File: src/rtl/shift_add_multiplier_pkg.sv
// Shared definitions for the sequential shift-add multiplier: FSM states,
// default operand width and the iteration counter width.
package shift_add_multiplier_pkg;

   localparam int DEFAULT_WIDTH = 16;

   typedef enum logic [1:0] {
      IDLE = 2'b00,
      CALC = 2'b01,
      DONE = 2'b10
   } state_t;

   // Guards the degenerate WIDTH=1 case so the counter never collapses to zero bits
   function automatic int count_width(input int w);
      return (w > 1) ? $clog2(w) : 1;
   endfunction

   localparam int COUNT_W = count_width(DEFAULT_WIDTH);

endpackage

File: src/rtl/shift_add_multiplier_if.sv
// Start/result handshake bundle shared by the multiplier and its requester;
// same shape as the restoring divider's port group.
interface shift_add_multiplier_if
   import shift_add_multiplier_pkg::*;
#(
   parameter int WIDTH = DEFAULT_WIDTH
) ();

   logic                 start;
   logic [WIDTH-1:0]     multiplicand;
   logic [WIDTH-1:0]     multiplier;
   logic                 busy;
   logic                 done;
   logic [2*WIDTH-1:0]   product;

   modport master (
      output start, multiplicand, multiplier,
      input  busy, done, product
   );

   modport slave (
      input  start, multiplicand, multiplier,
      output busy, done, product
   );

endinterface

File: src/rtl/shift_add_multiplier_add_shift_unit.sv
// One multiplier iteration: conditionally add M into the accumulator, then
// shift the {carry, A, Q} chain right by one bit.
module add_shift_unit
   import shift_add_multiplier_pkg::*;
#(
   parameter int WIDTH = DEFAULT_WIDTH
) (
   input  logic [WIDTH-1:0] a,
   input  logic [WIDTH-1:0] q,
   input  logic [WIDTH-1:0] m,
   output logic [WIDTH:0]   next_a,
   output logic [WIDTH-1:0] next_q
);

   logic [WIDTH:0] sum;

   always_comb begin
      sum    = {1'b0, a} + (q[0] ? {1'b0, m} : '0);
      next_a = {1'b0, sum[WIDTH:1]};
      next_q = {sum[0], q[WIDTH-1:1]};
   end

endmodule

File: src/rtl/shift_add_multiplier.sv
// Sequential unsigned shift-add multiplier: WIDTH add/shift steps per product,
// fixed latency, one-cycle done pulse, product held until the next result.
module shift_add_multiplier
   import shift_add_multiplier_pkg::*;
#(
   parameter int WIDTH = DEFAULT_WIDTH
) (
   input  logic                 clk,
   input  logic                 rst_n,
   shift_add_multiplier_if.slave bus
);

   localparam int                 CNT_W = count_width(WIDTH);
   localparam logic [CNT_W-1:0]   LAST  = CNT_W'(WIDTH - 1);

   state_t              state_q;
   state_t              state_d;
   logic                load;
   logic                step;
   logic                last;

   logic [WIDTH:0]      a_q;
   logic [WIDTH-1:0]    q_q;
   logic [WIDTH-1:0]    m_q;
   logic [CNT_W-1:0]    count_q;
   logic [2*WIDTH-1:0]  product_q;

   logic [WIDTH:0]      next_a;
   logic [WIDTH-1:0]    next_q;

   // The shift always clears the top accumulator bit; it is kept so the
   // register layout matches the divider's A register.
   logic                unused_carry;
   assign unused_carry = a_q[WIDTH];

   add_shift_unit #(
      .WIDTH (WIDTH)
   ) u_add_shift (
      .a      (a_q[WIDTH-1:0]),
      .q      (q_q),
      .m      (m_q),
      .next_a (next_a),
      .next_q (next_q)
   );

   always_ff @(posedge clk or negedge rst_n) begin
      if (!rst_n) begin
         state_q <= IDLE;
      end else begin
         state_q <= state_d;
      end
   end

   always_comb begin
      state_d = IDLE;
      load    = 1'b0;
      step    = 1'b0;
      last    = 1'b0;
      case (state_q)
         IDLE: begin
            if (bus.start) begin
               load    = 1'b1;
               state_d = CALC;
            end
         end
         CALC: begin
            step = 1'b1;
            if (count_q == LAST) begin
               last    = 1'b1;
               state_d = DONE;
            end else begin
               state_d = CALC;
            end
         end
         DONE:    state_d = IDLE;
         default: state_d = IDLE;
      endcase
   end

   always_ff @(posedge clk or negedge rst_n) begin
      if (!rst_n) begin
         a_q       <= '0;
         q_q       <= '0;
         m_q       <= '0;
         count_q   <= '0;
         product_q <= '0;
      end else if (load) begin
         a_q     <= '0;
         q_q     <= bus.multiplier;
         m_q     <= bus.multiplicand;
         count_q <= '0;
      end else if (step) begin
         a_q     <= next_a;
         q_q     <= next_q;
         count_q <= count_q + CNT_W'(1);
         // Final step: the shifted {A,Q} is the full product
         if (last) begin
            product_q <= {next_a[WIDTH-1:0], next_q};
         end
      end
   end

   assign bus.busy    = (state_q == CALC) || (state_q == DONE);
   assign bus.done    = (state_q == DONE);
   assign bus.product = product_q;

endmodule

File: src/flat_wrapper.sv
// flat-port wrapper written by rule: the top's interface ports become plain ports
module shift_add_multiplier_flat import shift_add_multiplier_pkg::*;
#(
   parameter int WIDTH = DEFAULT_WIDTH
)
  (clk, rst_n, bus_start, bus_multiplicand, bus_multiplier, bus_busy, bus_done, bus_product);
  shift_add_multiplier_if #(.WIDTH(WIDTH)) bus_i ();
  input  logic clk;
  input  logic rst_n;
  input wire logic [$bits(bus_i.start)-1:0] bus_start;
  input wire logic [$bits(bus_i.multiplicand)-1:0] bus_multiplicand;
  input wire logic [$bits(bus_i.multiplier)-1:0] bus_multiplier;
  output wire logic [$bits(bus_i.busy)-1:0] bus_busy;
  output wire logic [$bits(bus_i.done)-1:0] bus_done;
  output wire logic [$bits(bus_i.product)-1:0] bus_product;
  assign bus_i.start = bus_start;
  assign bus_i.multiplicand = bus_multiplicand;
  assign bus_i.multiplier = bus_multiplier;
  assign bus_busy = bus_i.busy;
  assign bus_done = bus_i.done;
  assign bus_product = bus_i.product;
  shift_add_multiplier #(.WIDTH(WIDTH)) u_core (.clk(clk), .rst_n(rst_n), .bus(bus_i));
endmodule
File: config.mk
export PLATFORM = sky130hd
export DESIGN_NAME = shift_add_multiplier_flat
export DESIGN_NICKNAME = d
export VERILOG_FILES = /design/src/rtl/shift_add_multiplier_pkg.sv /design/src/rtl/shift_add_multiplier_if.sv /design/src/rtl/shift_add_multiplier_add_shift_unit.sv /design/src/rtl/shift_add_multiplier.sv /design/src/flat_wrapper.sv
export SDC_FILE = /design/constraint.sdc
export NUM_CORES = 1
export LEC_CHECK = 0
export CAP_MARGIN = 30
export CORE_ASPECT_RATIO = 0.7
export CORE_MARGIN = 1.5
export CORE_UTILIZATION = 45
export CTS_CLUSTER_DIAMETER = 200
export CTS_CLUSTER_SIZE = 25
export DETAILED_ROUTE_END_ITERATION = 12
export DONT_BUFFER_PORTS = 1
export PLACE_DENSITY = 0.66
export SYNTH_ARGS = -nofsm -noshare
export SYNTH_HDL_FRONTEND = slang
export SYNTH_SLANG_ARGS = --single-unit
File: constraint.sdc
create_clock -name clk -period 3.2 [get_ports clk]
set_clock_uncertainty 0.2 [all_clocks]
set_input_delay 0.64 -clock clk [delete_from_list [all_inputs] [get_ports clk]]
set_output_delay 0.64 -clock clk [all_outputs]
set_load 0.03 [all_outputs]
==> results.py <==
metrics = {
    "critical_path": {
        "cp_max_fo": 16,
        "worst_setup_path_end_kind": "flip-flop",
        "timing.critical_path.from_type": "flip-flop",
        "crit_required_ns": 3.21,
        "crit_arrival_ns": 2.75,
        "worst_r2r_startpoint": "u_core.q_q[0]$_DFFE_PN0P_",
        "timing.setup.critical_path_class": "reg -> reg",
        "cp-startpoint": "u_core.q_q[0]$_DFFE_PN0P_",
    },
    "sta": {
        "max_freq_ghz": 0.365,
        "tns_ns": 0,
        "setup_violations": 0,
        "setup_repair_after_global_routing_missed_its_margin": "false",
        "timing.final.max_slew_violations": 0,
        "hold_violations": 0,
        "maxSlewHeadroom_pct": 51.2,
        "post-route-worst-setup-slack_ns": 0.460,
        "post-route-min-period_ns": 2.74,
        "tightest_slew_ns": 0.727,
        "finalCritPeriodShare_pct": 85.6,
    },
    "pwr": {
        "fin_total_pwr_mw": 5.62,
        "worst_ir_drop_vdd_mv": 0.347,
        "power.density_cell_area_mw_per_mm2": 1120,
        "power.static_leakage_nw": 2.43,
    },
    "run_status": {
        "outcome": "finished, final reports clean",
    },
    "layout": {
        "num_antenna_cells": 0,
        "final_layout_size_suffix_gt1_share_pct": 6.93,
        "finalNetCount": 557,
        "syn_to_final_growth_pct": 9.71,
        "fillerInstances": 940,
    },
    "synth": {
        "synth-seq-cells": 86,
        "synth.mux.area_fraction_pct": 3.95,
        "yosys.area_share.xor_xnor_pct": 1.34,
        "synthArstFlopShare_pct": 100,
        "syn_area_mm2": 0.00456,
        "ys_dominant_reg_cell": "dfrtp_1",
        "synth_adder_area_share_pct": 5.92,
        "seq_area_frac_synth_pct": 47.2,
        "synthesis.area_per_instance_um2": 8.96,
        "synth_fp_nets": 565,
        "synth_edf_count": 0,
        "post_synth_num_cell_types": 51,
        "synthSimpleGateAreaFrac_pct": 23.6,
        "number_of_instances_in_the_synthesized_netlist": 509,
        "yosys_warnings": 0,
        "synth_top_family_by_area": "simple AND/OR/NAND/NOR gates",
        "complex_gate_fraction_of_the_synthesized_area_pct": 14.5,
    },
    "grt": {
        "pin_count_of_the_biggest_net_entering_global_routing": 87,
        "grt_pass1_vias": 3500,
        "met2_usage_pct": 31.0,
        "met3_usage_pct": 6.41,
        "grt_antenna_before_repair": 0,
        "grtUsageMet1_pct": 33.1,
        "gr-max-usage-layer": "met1",
        "globalRouteTotalUtil_pct": 22.2,
        "grt_total_ovfl": 0,
        "grt_first_pass_wirelength_um": 18100,
    },
    "flow_run": {
        "max_cap_viols": 0,
    },
    "floorplanning": {
        "core.rowCount": 30,
        "dieArea_mm2": 0.0108,
        "floorplan.die.height_um": 87.2,
        "initial_core_utilization_pct": 46.7,
        "fp.dieW_um": 123,
        "core_region_area_mm2": 0.00976,
        "ios": 69,
    },
    "drt": {
        "route.detailed.drc": 0,
        "totalWireLength_um": 10800,
        "via_count": 3554,
        "drtIter0Drc": 294,
        "avgViaCountPerCell": 5.61,
        "drt-pass1-iter-count": 4,
        "ant_nets": 0,
        "post_drt_wl_per_cell_um": 17.0,
    },
    "cts": {
        "numClockSinks": 86,
        "clock_latency_ns": 0.34,
        "tritoncts": "done",
        "tritoncts.num_buffers": 9,
        "longest_clk_path_bufs": 2,
        "cts_setup_buffers": 0,
        "clock-root-buffer": "clkbuf_16",
        "cts_max_level": 3,
        "clock_pin_slew_on_the_worst_setup_and_hold_paths_ns": 0.06,
    },
    "place": {
        "io_buffer_count": 0,
        "place.gp.congestion": 0.903,
        "post-dp-hpwl_um": 7600,
        "dpl_worst_slack_ns": 0.530,
    },
    "hold_path": {
        "hold_path_class": "in -> async",
    },
}
cell usage in the layout, fill, tap and decap left out, drive strengths merged, types with 2 or more instances in the layout:
master,instances
o31ai,3
nor2,16
mux2i,18
o21ai,41
a32oi,2
nand3b,4
nand3,12
and2,19
nor3,10
nand4,7
nand2,151
a211oi,2
nand2b,2
o211a,5
o21a,6
buf,10
a211o,3
dfrtp,86
and3,4
nor3b,2
o21bai,2
nand4b,2
xor2,5
a21o,5
and4,2
inv,9
a31oi,2
xnor2,2
clkbuf,12
a21oi,23
ha,20
o211ai,2
nor4,3
worst max-delay path, cell delays in order, from the launching register on:
cell and delay [ns]:
dfrtp_1 0.37, buf_4 0.19, and2_1 0.15, ha_1 0.38, a21oi_4 0.25, o21ai_1 0.17, a21oi_1 0.32, nor2_1 0.08
or4_1 0.52
cell usage after synthesis, drive strengths merged (2+ instances only):
master	count	area share [%]
a21o	5	0.85
ha	20	5.5
xor2	5	0.96
o31ai	3	0.49
clkbuf	21	1.7
buf	8	1.0
nor2	16	1.3
nor3b	2	0.33
mux2i	18	3.9
and3	4	0.66
o21ai	41	4.5
nand2	151	12
nand4	7	0.96
nor3	10	1.2
a211oi	2	0.33
o211ai	2	0.63
a31oi	2	0.27
a21oi	23	2.9
o211a	5	1.1
nor4	3	0.41
nand3	12	1.3
inv	9	0.74
nand4b	2	0.38
a32oi	2	0.38
dfrtp	86	47
a211o	3	0.58
nand3b	4	0.66
and4	2	0.38
nand2b	2	0.27
o21a	6	0.99
xnor2	2	0.38
o21bai	2	0.33
and2	19	2.6
area by class of cell:
type | count | area (um^2) | area share [%]
multi-input combinational | 385 | 2250 | 45.0
sequential | 86 | 2150 | 43.0
clock buffer | 12 | 267 | 5.33
timing repair buffer | 10 | 95.1 | 1.90
inverter | 9 | 33.8 | 0.675
clock inverter | 3 | 42.5 | 0.850
tap | 128 | 160 | 3.20
worst paths after layout:
| kind | cells after the start | to | slack (ns) |
|---|---|---|---|
| worst min-delay path | 1 | u_core.bus.product[12]$_DFFE_PN0P_ | 0.01 |
| worst max register to register | 8 | u_core.a_q[13]$_DFFE_PN0P_ | 0.46 |
| max in group asynchronous | 1 | u_core.q_q[1]$_DFFE_PN0P_ | 2.47 |
| min in group clk | 2 | u_core.m_q[13]$_DFFE_PN0P_ | 0.21 |
| worst min register to register | 2 | u_core.m_q[8]$_DFFE_PN0P_ | 0.28 |
| worst max-delay path | 8 | u_core.a_q[13]$_DFFE_PN0P_ | 0.46 |
metal layers:
layer	vias up	routed length (um)
met4	0	140
met3	14	771
met5	-	0
li1	1725	-
met1	1710	5520
met2	105	4360
per-stage QoR:
step	hold WS (ns)	util [%]	cell area, um^2	instances
3_5_place_dp	0.147	47.8	4670	617
4_1_cts	0.0230	51.3	5000	633
3_3_place_gp	0.147	47.8	4670	617
6_report	0.0146	51.3	5000	633
2_1_floorplan	0.144	-	4560	509
5_1_grt	0.0285	51.3	5000	633
power by group:
part / total [mW] / internal, mW / switching (mW)
sequential: 2.33 / 1.60 / 0.728
combinational: 2.21 / 0.878 / 1.33
clock: 1.08 / 0.663 / 0.419
total: 5.62 / 3.14 / 2.48
state kept, by name, indices dropped and copies added (netlist names):
signal,flops
u_core.q_q,16
u_core.state_q,2
u_core.m_q,16
u_core.count_q,4
u_core.a_q,16
u_core.bus.product,32
timing repair:
action                    in CTS  in global routing
gates resized for setup        0                  0
hold buffers                   1                  0
hold endpoints to repair      86                  0
kinds of logic (layout without fill, tap and decap cells):
logic type	Yosys count	after routing
fa+ha+maj	21	21
buf+inv	38	34
compound gates	101	101
flops	86	86
simple gates	238	238
xor+xnor	7	7
mux	18	18
Note: power is estimated with default switching activity, not from simulation.
